$ cat config.mk
export PLATFORM = sky130hd
export DESIGN_NAME = uart_stim_tx
export DESIGN_NICKNAME = d
export VERILOG_FILES = /design/src/rtl/uart_stim_tx.sv
export SDC_FILE = /design/constraint.sdc
export NUM_CORES = 1
export LEC_CHECK = 0
export BUFFER_PORTS_ARGS = -buffer_cell sky130_fd_sc_hd__buf_2
export CAP_MARGIN = 20
export CORE_MARGIN = 2
export CORE_UTILIZATION = 55
export DETAILED_ROUTE_END_ITERATION = 10
export PLACE_DENSITY = 0.74
export SLEW_MARGIN = 20
export SYNTH_ARGS = -nofsm -noshare
export SYNTH_HDL_FRONTEND = slang
export SYNTH_SLANG_ARGS = --single-unit
export TNS_END_PERCENT = 1
$ cat constraint.sdc
create_clock -name sys_clk_i -period 3.2 [get_ports sys_clk_i]
set_input_delay 0.96 -clock sys_clk_i [delete_from_list [all_inputs] [get_ports sys_clk_i]]
set_output_delay 0.96 -clock sys_clk_i [all_outputs]
set_load 0.02 [all_outputs]
$ cat src/rtl/uart_stim_tx.sv
// FIFO-fed UART frame transmitter with runtime baud divisor, parity, stop bits and inter-frame gap.
// Defining UART_STIM_BREAK_EN adds the brk_i port and a BREAK state for bootloader sync tests.
//
// state    | meaning
// ---------+-----------------------------------------------------------
// S_IDLE   | line idle; pop head word and latch config, or start a break
// S_START  | start bit (0) for one bit-time
// S_DATA   | DATA_W data bits, LSB first
// S_PARITY | even/odd parity bit
// S_STOP   | one or two stop bits (1); frame_done on the last cycle
// S_GAP    | idle bit-times after a frame
// S_BREAK  | line held low for DATA_W+2 bit-times (UART_STIM_BREAK_EN only)
module uart_stim_tx #(
  parameter int DATA_W     = 8,
  parameter int FIFO_DEPTH = 8,
  parameter int DIV_W      = 16
) (
  input  logic                          sys_clk_i,
  input  logic                          sys_rst_i,
  input  logic [DIV_W-1:0]              baud_div_i,
  input  logic [1:0]                    parity_i,
  input  logic                          stop2_i,
  input  logic [7:0]                    gap_i,
  input  logic                          wr_valid_i,
  output logic                          wr_ready_o,
  input  logic [DATA_W-1:0]             wr_data_i,
  output logic                          tx_o,
  output logic                          busy_o,
  output logic [$clog2(FIFO_DEPTH):0]   level_o,
  output logic                          frame_done_o
`ifdef UART_STIM_BREAK_EN
  ,
  input  logic                          brk_i
`endif
);

  localparam int AW    = $clog2(FIFO_DEPTH);
  localparam int LVL_W = AW + 1;
  localparam int BW    = 4;

  typedef enum logic [2:0] {
    S_IDLE, S_START, S_DATA, S_PARITY, S_STOP, S_GAP
`ifdef UART_STIM_BREAK_EN
    , S_BREAK
`endif
  } state_t;

  state_t             state_q, state_d;
  logic [DIV_W-1:0]   cnt_q, cnt_d;
  logic [DIV_W-1:0]   div_q, div_d;
  logic [BW-1:0]      bit_q, bit_d;
  logic [7:0]         gap_q, gap_d;
  logic [DATA_W-1:0]  shift_q, shift_d;
  logic               par_en_q, par_en_d;
  logic               par_bit_q, par_bit_d;
  logic               stop2_q, stop2_d;
  logic               brk_q, brk_d;
  logic               tx_q, tx_d;
  logic               done_q, done_d;
  logic [AW:0]        wr_ptr_q, wr_ptr_d;
  logic [AW:0]        rd_ptr_q, rd_ptr_d;
  logic [DATA_W-1:0]  mem_q [FIFO_DEPTH];

  logic [LVL_W-1:0]   level;
  logic               full, empty, push, pop, bit_end;
  logic [DATA_W-1:0]  head;
  logic [DIV_W-1:0]   div_eff;

  assign level   = wr_ptr_q - rd_ptr_q;
  assign full    = (level == LVL_W'(FIFO_DEPTH));
  assign empty   = (wr_ptr_q == rd_ptr_q);
  assign push    = wr_valid_i && !full;
  assign head    = mem_q[rd_ptr_q[AW-1:0]];
  assign div_eff = (baud_div_i < DIV_W'(2)) ? DIV_W'(2) : baud_div_i;
  assign bit_end = (cnt_q == '0);

  assign wr_ptr_d = wr_ptr_q + LVL_W'(push);
  assign rd_ptr_d = rd_ptr_q + LVL_W'(pop);

  always_comb begin
    state_d   = state_q;
    cnt_d     = cnt_q;
    div_d     = div_q;
    bit_d     = bit_q;
    gap_d     = gap_q;
    shift_d   = shift_q;
    par_en_d  = par_en_q;
    par_bit_d = par_bit_q;
    stop2_d   = stop2_q;
    brk_d     = brk_q;
    pop       = 1'b0;
    done_d    = 1'b0;
    tx_d      = 1'b1;

    // Bit timer: reload div-1 on terminal count so every bit is exactly div clocks.
    if (state_q != S_IDLE) begin
      cnt_d = bit_end ? div_q - DIV_W'(1) : cnt_q - DIV_W'(1);
    end

    case (state_q)
      S_IDLE: begin
`ifdef UART_STIM_BREAK_EN
        if (brk_i) begin
          state_d = S_BREAK;
          div_d   = div_eff;
          cnt_d   = div_eff - DIV_W'(1);
          bit_d   = BW'(DATA_W + 1);
          brk_d   = 1'b1;
        end else
`endif
        if (!empty) begin
          pop       = 1'b1;
          state_d   = S_START;
          div_d     = div_eff;
          cnt_d     = div_eff - DIV_W'(1);
          shift_d   = head;
          par_en_d  = ^parity_i;
          par_bit_d = (^head) ^ (parity_i == 2'b10);
          stop2_d   = stop2_i;
          gap_d     = gap_i;
          brk_d     = 1'b0;
        end
      end
      S_START: begin
        tx_d = 1'b0;
        if (bit_end) begin
          state_d = S_DATA;
          bit_d   = '0;
        end
      end
      S_DATA: begin
        tx_d = shift_q[0];
        if (bit_end) begin
          shift_d = shift_q >> 1;
          if (bit_q == BW'(DATA_W - 1)) begin
            state_d = par_en_q ? S_PARITY : S_STOP;
            bit_d   = '0;
          end else begin
            bit_d = bit_q + BW'(1);
          end
        end
      end
      S_PARITY: begin
        tx_d = par_bit_q;
        if (bit_end) begin
          state_d = S_STOP;
          bit_d   = '0;
        end
      end
      S_STOP: begin
        tx_d = 1'b1;
        if (bit_end) begin
          if (stop2_q && !brk_q && bit_q == '0) begin
            bit_d = BW'(1);
          end else begin
            done_d  = !brk_q;
            brk_d   = 1'b0;
            state_d = (gap_q != 8'd0 && !brk_q) ? S_GAP : S_IDLE;
          end
        end
      end
      S_GAP: begin
        tx_d = 1'b1;
        if (bit_end) begin
          if (gap_q == 8'd1) state_d = S_IDLE;
          else               gap_d   = gap_q - 8'd1;
        end
      end
`ifdef UART_STIM_BREAK_EN
      S_BREAK: begin
        tx_d = 1'b0;
        if (bit_end) begin
          if (bit_q == '0) begin
            state_d = S_STOP;
            bit_d   = '0;
          end else begin
            bit_d = bit_q - BW'(1);
          end
        end
      end
`endif
      default: state_d = S_IDLE;
    endcase
  end

  // Line and done pulse are registered, so they trail the state by one clock.
  always_ff @(posedge sys_clk_i or posedge sys_rst_i) begin
    if (sys_rst_i) begin
      state_q   <= S_IDLE;
      cnt_q     <= '0;
      div_q     <= '0;
      bit_q     <= '0;
      gap_q     <= '0;
      shift_q   <= '0;
      par_en_q  <= 1'b0;
      par_bit_q <= 1'b0;
      stop2_q   <= 1'b0;
      brk_q     <= 1'b0;
      tx_q      <= 1'b1;
      done_q    <= 1'b0;
      wr_ptr_q  <= '0;
      rd_ptr_q  <= '0;
    end else begin
      state_q   <= state_d;
      cnt_q     <= cnt_d;
      div_q     <= div_d;
      bit_q     <= bit_d;
      gap_q     <= gap_d;
      shift_q   <= shift_d;
      par_en_q  <= par_en_d;
      par_bit_q <= par_bit_d;
      stop2_q   <= stop2_d;
      brk_q     <= brk_d;
      tx_q      <= tx_d;
      done_q    <= done_d;
      wr_ptr_q  <= wr_ptr_d;
      rd_ptr_q  <= rd_ptr_d;
    end
  end

  always_ff @(posedge sys_clk_i) begin
    if (push) mem_q[wr_ptr_q[AW-1:0]] <= wr_data_i;
  end

  assign wr_ready_o   = !full;
  assign tx_o         = tx_q;
  assign busy_o       = (state_q != S_IDLE) || !empty;
  assign level_o      = level;
  assign frame_done_o = done_q;

endmodule

==> run metrics, run 1 <==
status=complete, no violations; drt first pass iters=5; pin count of the biggest net entering global routing=46; Routed WL=15400 um; Ports=46; RSZ-0062 raised after global routing=true; initial antenna violation count=0; Core Footprint=0.0121 mm^2; max-cap check violation count=0; total congestion overflow=0; CP max-delay cell=fa_2; Crit path arrival time=2240 ps; Avg Vias per Cell=5.91; clk sinks=132; Max IR drop VDD=622 uV; Syn Nets=670; family with the most delay on the worst path=adder cells; min Tclk post-route=3200 ps; Placed Cells=838; HP Class=reg -> reg; routability cong.=0.894; Total GRT Usage=24.9%; dpl hpwl=10400 um; number of global-route vias before repair=5096; YS warnings=0; share of the synthesized area in the top cell type=28.0%; cells after synthesis=616; DIE AREA=0.0134 mm^2; Yosys reg bits=132; Bufs and invs on worst path=1; Die X=116 um; Worst Path Required=2240 ps; clk_lat worst skew=430 ps; CTS buffer count=17; H-tree levels=4; minimum hold slack=477 ps; Least-Margin Pin Slew=704 ps; Non-Filler Instances=875; FILL cells=942; cell row count=40; PwrDens=1000 mW/mm^2; Post-DRT Antenna Nets=0; DRC Markers=0; placed cell area=0.00747 mm^2; WS Path Type=reg -> out; global-route wire length before repair=25200 um; Post-synth EDFFs=64; Layout area overhead=18.1%; Final Instance Area=0.00811 mm^2; commonest non-fill, non-tap cell in the layout=nand2_1; height of the die=116 um; Worst Skew=8.45 ps; CTS tree=yes; Max transition margin=52.9%; P_leak=0.00329 uW; Syn Area/Cell=11.1 um^2; setup violators final=0; DRT iter0 DRCs=401; layout cells sized above 1=21.8%; sequential fraction of the synthesis area=52.8%; nets@finish=748; Reg clk slew, reported paths=60 ps; Peak Freq=0.313 GHz; Main synth FF type=dfrtp_1; post-synthesis cell type count=73; worst path cell trace=ha_4 > fa_2 > nand3_1 > or3_4 > buf_6; Max Root-Sink Buffers=2; Yosys top cell by area=edfxtp_1; Initial Util=56.7%; routed via count=5175; Post-synth ARST share=51.5%; final hold vios=0; CTS root buf=clkbuf_16; Final Max Slew Viols=0; CP Capture Type=output pin; antenna cell count=0; CTS Hold Buffers Added=0; slowest cell delay on critical path=570 ps; CP Launch Type=flop; most frequent cells in the layout=nand2_1, dfrtp_1, edfxtp_1; period utilization=99.9%; port bufs=45; Synth area leaders=edfxtp_1, dfrtp_1, nand2_1; DR WL/cell=17.6 um; Worst Path Max Fanout=2; synthesized cell area=0.00686 mm^2
[power breakdown]
group	total, uW	internal (uW)	switching [uW]
Sequential	2830	2350	476
Clock	1810	1090	726
Combinational	3490	1550	1940
[registers in the layout (all words and copies together), names as in the netlist]
signal and cells:
par_bit_q 1, mem_q 64, rd_ptr_q 4, frame_done_o 1, stop2_q 1, par_en_q 1
bit_q 4, shift_q 8, div_q 16, tx_o 1, state_q 3, wr_ptr_q 4
gap_q 8, cnt_q 16
[layout make-up]
class	count	area (um^2)	area share (%)
well taps	168	210	2.59
flip-flops and latches	132	3630	44.7
inverters	19	76.3	0.942
repair buffers	83	529	6.53
multi-input cells	441	3110	38.4
clock buffers	20	447	5.51
clock inverters	12	108	1.33
[tightest hold or removal path, stage by stage (launching register included)]
cell and delay (ps):
dfrtp_1 340, nand2_1 50, nand2_1 60
[stage by stage]
| stage | total power, uW | util, % | setup WS, ps | setup TNS, ps |
|---|---|---|---|---|
| global placement | 6010 | 61.6 | -44.8 | -68.7 |
| floorplan | 5250 | - | 1.09 | 0 |
| detailed placement | 6160 | 61.6 | -101 | -192 |
| finish | 8130 | 66.9 | 3.29 | 0 |
| global route | 8660 | 66.9 | -46.7 | -46.7 |
| CTS | 8000 | 66.2 | 8.79 | 0 |
[cells in the mapped netlist, types with 5 or more instances]
| cell | n |
|---|---|
| mux4_1 | 13 |
| clkbuf_1 | 16 |
| dfrtp_1 | 67 |
| nor3_1 | 17 |
| or3_1 | 13 |
| nor4_1 | 7 |
| a31oi_1 | 13 |
| xor2_1 | 15 |
| a21oi_1 | 30 |
| inv_1 | 17 |
| xnor2_1 | 15 |
| a211oi_1 | 5 |
| nor2_1 | 45 |
| edfxtp_1 | 64 |
| ha_1 | 15 |
| nand2b_1 | 5 |
| nor2b_1 | 5 |
| mux2i_1 | 10 |
| nand3_1 | 12 |
| o221a_2 | 7 |
| nand2_1 | 99 |
| o21ai_0 | 36 |
| o211ai_1 | 8 |
[metal layers]
metal	vias to the layer above	share of wire, %	routed length [um]	GRT usage, %
met3	44	4.4	681	5.96
met2	158	51	7830	41.8
met5	-	0	0	0
li1	2448	-	-	-
met1	2525	42	6480	30.9
met4	0	2.8	436	11.3
[final timing paths]
kind	startpoint	endpoint	slack, ps	depth (start not counted)
min	stop2_q	stop2_q	480	2
max	rd_ptr_q[0]	wr_ready_o	3	5
min reg2reg	stop2_q	stop2_q	480	2
min in group asynchronous	sys_rst_i	div_q[3]	580	2
max reg2reg	cnt_q[6]	cnt_q[4]	360	10
max in group asynchronous	sys_rst_i	tx_o	1910	3
[cells by family (layout without fill, tap and decap cells)]
family | count (synthesis) | count (layout) | share of synthesized area [%]
buffers and inverters | 43 | 134 | 2.86
adders and majority gates | 16 | 16 | 3.03
and+or+nand+nor | 231 | 231 | 16.2
xor gates and xnor gates | 31 | 31 | 4.16
DFF | 132 | 132 | 52.8
AOI/OAI and AO/OA | 135 | 135 | 13.0
muxes | 28 | 28 | 7.91
[repair_timing]
action,CTS,global route
buffers inserted,0,5
setup endpoints to repair,1,1
resized for setup,2,12
pin swaps,0,4
No activity file was read; power rests on OpenSTA's default activity.
==> run 2: changes to the inputs <==
Settings changed: ABC_AREA from default to 1, CORE_ASPECT_RATIO from default to 2, PLACE_DENSITY 0.74 to 0.73.
==> run 2 against run 1 <==
Against the previous run: cell area up 5.7%; sequential share of layout area down 2.4 points; area after synthesis up 8.7%; via count up 23%; critical path type unchanged; largest cell class unchanged; largest power group unchanged.
==> run metrics, run 2 <==
status=complete, no violations (unchanged); Yosys top cell by area=edfxtp_1 (unchanged); YS warnings=0 (unchanged); post-synthesis cell type count=45 (was 73); Reg clk slew, reported paths=60 ps (about the same); setup violators final=0 (unchanged); Clock Power Share=22.9% (was 22.3%); drt first pass iters=5 (unchanged); most frequent cells in the layout=nand2_1, inv_1, nor2_1 (was nand2_1, dfrtp_1, edfxtp_1); max-cap check violation count=0 (unchanged); Max IR drop VDD=640 uV (was 622 uV); final hold vios=0 (unchanged); Net Switching=3860 uW (was 3150 uW); placed cell area=0.00795 mm^2 (was 0.00747 mm^2); port bufs=45 (unchanged); slowest cell delay on critical path=460 ps (was 570 ps); Crit path arrival time=2040 ps (was 2240 ps); PwrDens=1040 mW/mm^2 (was 1000 mW/mm^2); period utilization=93.9% (was 99.9%); HP Class=reg -> reg (unchanged); Synth area leaders=edfxtp_1, dfrtp_1, nand2_1 (unchanged); CTS tree=yes (unchanged); Core Footprint=0.0134 mm^2 (was 0.0121 mm^2); Syn Nets=1009 (was 670); Syn Area/Cell=7.81 um^2 (was 11.1 um^2); CTS root buf=clkbuf_16 (unchanged); Max Root-Sink Buffers=2 (unchanged); Layout area overhead=14.9% (was 18.1%); worst path cell trace=ha_4 > inv_1 > o31ai_1 > xor2_1 > nand2_1 > buf_2 (was ha_4 > fa_2 > nand3_1 > or3_4 > buf_6); RSZ-0062 raised after global routing=false (was true); Post-synth top cells=nand2_1, inv_1, nor2_1, nand3_1, dfrtp_1 (was nand2_1, dfrtp_1, edfxtp_1, nor2_1, o21ai_0); clk_lat worst skew=420 ps (was 430 ps); Final Instance Area=0.00857 mm^2 (was 0.00811 mm^2); Reg2Reg Depth=14 (was 10); antenna cell count=0 (unchanged); reg2reg end=cnt_q[10] (was cnt_q[4]); DRT iter0 DRCs=389 (was 401); FILL cells=1171 (was 942); Reg power frac=29.9% (was 34.8%); switch share=43.5% (was 38.7%); DIE AREA=0.0146 mm^2 (was 0.0134 mm^2); register area=0.00362 mm^2 (was 0.00363 mm^2); global-route wire length before repair=29800 um (was 25200 um); Peak Freq=0.333 GHz (was 0.313 GHz); Avg Vias per Cell=5.38 (was 5.91); Worst Path Required=2240 ps (about the same); Die X=86.3 um (was 116 um); dpl hpwl=13400 um (was 10400 um); total congestion overflow=0 (unchanged); pin count of the biggest net entering global routing=69 (was 46); routability cong.=0.925 (was 0.894); CP Capture Type=output pin (unchanged); commonest non-fill, non-tap cell in the layout=nand2_1 (unchanged); Max transition margin=67.9% (was 52.9%); minimum hold slack=487 ps (was 477 ps); cells after synthesis=955 (was 616); crit path to=wr_ready_o (unchanged); Worst Path Max Fanout=6 (was 2); Bufs and invs on worst path=2 (was 1); P_leak=0.00417 uW (was 0.00329 uW); share of the synthesized area in the top cell type=25.8% (was 28.0%); Post-DRT Antenna Nets=0 (unchanged); CTS Hold Buffers Added=0 (unchanged); nets@finish=1073 (was 748); cell row count=60 (was 40); Routed WL=18400 um (was 15400 um); Power Total=8880 uW (was 8130 uW); initial antenna violation count=0 (unchanged); post-CTS setup repair buffer count=0 (unchanged); post_cts resized=0 (was 2); Register-to-Register Setup Slack=710 ps (was 360 ps); Final Max Slew Viols=0 (unchanged); family with the most delay on the worst path=flip-flops (was adder cells); max FFs per register=64 (unchanged); logic gate share of total power=47.2% (was 43.0%); Non-Filler Instances=1185 (was 875); Total GRT Usage=26.5% (was 24.9%); Post-synth EDFFs=64 (unchanged); sequential fraction of the synthesis area=48.6% (was 52.8%); Least-Margin Pin Slew=479 ps (was 704 ps); CTS buffer count=17 (unchanged); Placed Cells=1155 (was 838); most frequent cell after synthesis=nand2_1 (unchanged); routed via count=6380 (was 5175); synthesized cell area=0.00746 mm^2 (was 0.00686 mm^2); Post-synth ARST share=51.5% (unchanged); Worst Skew=9.54 ps (was 8.45 ps); H-tree levels=4 (unchanged); WS Path Type=reg -> out (unchanged); Final Util=64.1% (was 66.9%); layout cells sized above 1=12.7% (was 21.8%); CP Launch Type=flop (unchanged); Main synth FF type=dfrtp_1 (unchanged); height of the die=169 um (was 116 um); Crit path depth=6 (was 5); Critical Path Start=wr_ptr_q[2] (was rd_ptr_q[0]); Initial Util=55.8% (was 56.7%); DRC Markers=0 (unchanged); number of global-route vias before repair=6287 (was 5096); min Tclk post-route=3000 ps (was 3200 ps); CP max-delay cell=dfrtp_1 (was fa_2); clk sinks=132 (unchanged); Yosys reg bits=132 (unchanged); RR Startpoint=cnt_q[12] (was cnt_q[6]); DR WL/cell=15.5 um (was 17.6 um); Ports=46 (unchanged); Int Power=5010 uW (was 4990 uW); footprint of the multi-input gates=0.00307 mm^2 (was 0.00311 mm^2)
-- run 2: cell count changes in the layout (fill, tap and decap cells not counted), moves of 8 or more --
cell / delta
a31oi_1: -8
nand2_1: +165
mux4_1: -13
o21ai_0: +26
a21oi_1: -13
o22ai_1: +8
inv_1: +147
nand3_1: +70
or3_1: -12
buf_4: -13
xor2_1: -9
nor2_1: +54
mux2i_1: -10
xnor2_1: -11
-- run 2: cell families (layout without fill, tap and decap cells) --
family	count (synthesis)	count (layout)	share of synthesized area, %
AOI/OAI and AO/OA	122	122	9.75
xor gates and xnor gates	9	9	1.06
buffers and inverters	193	268	10.4
DFF	132	132	48.6
adders and majority gates	16	16	2.79
and+or+nand+nor	483	483	27.4
-- run 2: how the worst min path moves through the flow --
stage                         from       end  slack [ps]  cells past startpoint
after floorplan            stop2_q   stop2_q         440                      2
after global routing      div_q[3]  div_q[3]         500                      2
final                     div_q[3]  div_q[3]         490                      2
after detailed placement  par_en_q  par_en_q         470                      2
after global placement    par_en_q  par_en_q         470                      2
after CTS                 div_q[3]  div_q[3]         490                      2
-- run 2: area by class of cell --
type | instances | share of cell area [%]
Sequential cell | 132 | 42.3
Multi-Input combinational cell | 630 | 35.8
Inverter | 167 | 7.33
Timing Repair Buffer | 71 | 5.20
Clock buffer | 17 | 4.96
Tap cell | 155 | 2.26
Clock inverter | 13 | 2.16
-- run 2: worst reg2reg max path, cell delays in order (launching register included) --
cell and delay [ps]:
dfrtp_1 420, nor2_1 70, nand2_1 150, nor2_4 110, nand2_4 290, nor2_1 90, nor2_1 250, ha_1 280
nand2_1 90, nor2_1 220, nand3_1 110, nand2_1 80, nand3_1 120, nand2_1 100, inv_1 40
-- run 2: per-layer routing --
layer | GRT usage, % | vias up | share of wire, % | routed length (um)
met5 | 0 | - | 0 | 0
met4 | 13.9 | 0 | 4.7 | 865
met3 | 3.51 | 59 | 3.4 | 629
met2 | 50.8 | 186 | 57 | 10500
met1 | 26.6 | 2954 | 35 | 6430
li1 | - | 3181 | - | -
-- run 2: power by group through the flow --
stage | clock (uW) | combinational, uW | sequential [uW]
after global routing | 2120 | 4750 | 2710
after global placement | 0 | 4070 | 2660
after detailed placement | 0 | 4150 | 2680
final | 2030 | 4190 | 2650
after floorplan | 0 | 3090 | 2600
after CTS | 2050 | 4200 | 2650
-- run 2: through the flow --
stage	setup slack, ps	setup TNS, ps
after floorplan	209	0
final	195	0
after global routing	40.9	0
after CTS	121	0
after global placement	57.3	0
after detailed placement	-21.2	-21.2
==> run 3: changes to the inputs <==
Settings changed: CORE_ASPECT_RATIO 2 to default, GPL_ROUTABILITY_DRIVEN from default to 0.
==> run 3 against run 2 <==
Against the previous run: register-to-register slack improved by 60 ps; via count decreased by 0.45%; critical endpoint unchanged; flip-flop and latch count unchanged; clock skew fell by 2.5 ps; hold slack barely moved; largest cell class unchanged; combinational power shrank 3%; critical path depth did not move; wire length down 7.5%; fmax fell by 0.58%; clock power shrank 8%.
==> run metrics, run 3 (same netlist as run 2, synthesis figures left out) <==
status=complete, no violations (unchanged); Hold Path Stages=2 (unchanged); Worst Skew=7.04 ps (was 9.54 ps); Layout area overhead=14.2% (was 14.9%); FILL cells=1173 (was 1171); final hold vios=0 (unchanged); Final Instance Area=0.00852 mm^2 (was 0.00857 mm^2); Ports=46 (unchanged); most frequent cells in the layout=nand2_1, inv_1, nor2_1 (unchanged); Hold Path Sink=stop2_q (was div_q[3]); global-route wire length before repair=28600 um (was 29800 um); Crit path arrival time=2060 ps (was 2040 ps); pin count of the biggest net entering global routing=44 (was 69); clk sinks=132 (unchanged); routed via count=6351 (was 6380); placed cell area=0.00795 mm^2 (about the same); HP Class=reg -> reg (unchanged); Avg Vias per Cell=5.27 (was 5.38); CP Launch Type=flop (unchanged); CP Capture Type=output pin (unchanged); RR Startpoint=cnt_q[12] (unchanged); dpl hpwl=11900 um (was 13400 um); Setup TNS=0 ps (unchanged); register area=0.00362 mm^2 (unchanged); Final Max Slew Viols=0 (unchanged); Post-DRT Antenna Nets=0 (unchanged); initial antenna violation count=0 (unchanged); Least-Margin Pin Slew=580 ps (was 479 ps); cell row count=42 (was 60); CTS tree=yes (unchanged); Peak Freq=0.331 GHz (was 0.333 GHz); setup violators final=0 (unchanged); CTS root buf=clkbuf_16 (unchanged); PwrDens=1010 mW/mm^2 (was 1040 mW/mm^2); Register-to-Register Setup Slack=770 ps (was 710 ps); Non-Filler Instances=1206 (was 1185); Initial Util=56.3% (was 55.8%); CTS Hold Buffers Added=0 (unchanged); height of the die=120 um (was 169 um); Worst Path Max Fanout=6 (unchanged); Critical Path Start=wr_ptr_q[2] (unchanged); post_cts resized=0 (unchanged); H-tree levels=4 (unchanged); total congestion overflow=0 (unchanged); DRC Markers=0 (unchanged); CTS buffer count=17 (unchanged); Die X=120 um (was 86.3 um); period utilization=94.4% (was 93.9%); Reg2Reg Depth=14 (unchanged); commonest non-fill, non-tap cell in the layout=nand2_1 (unchanged); P_leak=0.00413 uW (was 0.00417 uW); grt peak-use layer=met2 (unchanged); WS Path Type=reg -> out (unchanged); Max IR drop VDD=1090 uV (was 640 uV); footprint of the multi-input gates=0.00306 mm^2 (was 0.00307 mm^2); max-cap check violation count=0 (unchanged); HP Start=stop2_q (was div_q[3]); DRT iter0 DRCs=555 (was 389); minimum hold slack=487 ps (about the same); Core Footprint=0.0132 mm^2 (was 0.0134 mm^2); Max transition margin=61.3% (was 67.9%); grt met1 use=34.3% (was 26.6%); post-CTS setup repair buffer count=0 (unchanged); Routed WL=17000 um (was 18400 um); max FFs per register=64 (unchanged); Placed Cells=1174 (was 1155); Total GRT Usage=25.4% (was 26.5%); RSZ-0062 raised after global routing=false (unchanged); antenna cell count=0 (unchanged); port bufs=45 (unchanged); layout cells sized above 1=12.6% (was 12.7%); clk_lat worst skew=430 ps (was 420 ps); Worst Path Required=2240 ps (about the same); number of global-route vias before repair=6000 (was 6287); drt first pass iters=5 (unchanged); Reg clk slew, reported paths=60 ps (about the same); GR Util met3=5.33% (was 3.51%); DIE AREA=0.0145 mm^2 (was 0.0146 mm^2); min Tclk post-route=3020 ps (was 3000 ps); Max Root-Sink Buffers=2 (unchanged); reg2reg end=cnt_q[10] (unchanged); DR WL/cell=14.1 um (was 15.5 um); met2 Usage GRT=39.9% (was 50.8%); nets@finish=1071 (was 1073)
-- run 3: cell types whose count changed in the layout (fill, tap and decap cells not counted) --
cell,previous run,this run
buf_12,2,1
buf_4,24,23
bufinv_16,4,1
clkinv_2,3,1
clkinv_4,4,3
clkinvlp_4,1,3
ha_1,14,15
ha_4,1,0
inv_6,1,7
-- run 3: worst max-delay path by stage --
stage | to | slack (ps) | depth (start not counted)
after floorplan | wr_ready_o | 210 | 8
after global placement | cnt_q[14] | 160 | 15
after detailed placement | cnt_q[14] | 80 | 15
after CTS | wr_ready_o | 160 | 6
after global routing | wr_ready_o | 50 | 6
final | wr_ready_o | 180 | 6
-- run 3: critical path, stage by stage, from the launching register on --
cell and delay (ps):
dfrtp_1 450, ha_1 370, inv_1 70, o31ai_1 270, xor2_1 220, nand2_1 90, buf_2 160
-- run 3: area by class of cell --
type / count / area share (%)
clock buffers: 17 / 5.00
clock inverters: 15 / 1.69
inverters: 167 / 7.38
multi-input cells: 630 / 35.9
flip-flops and latches: 132 / 42.6
well taps: 176 / 2.59
repair buffers: 69 / 4.91
-- run 3: metal layers --
metal  vias up  share of wire [%]
met2       209                 46
met1      2930                 45
met3        32                6.2
li1       3180                  -
met4         0                2.4
met5         -                  0
-- run 3: through the flow --
step                util (%)  worst slack [ps]  power (uW)
finish                  64.3               178        8570
global route            64.3              45.7        9340
CTS                     64.3               163        8590
detailed placement      60.0              81.8        6690
global placement        60.0               161        6610
floorplan                  -               209        5690
-- run 3: report_power, final --
group / total, uW / switching, uW / leakage [uW] / internal [uW]
combinational: 4050 / 2730 / 0.00246 / 1320
clock: 1870 / 787 / 0.000270 / 1080
sequential: 2650 / 291 / 0.00140 / 2360
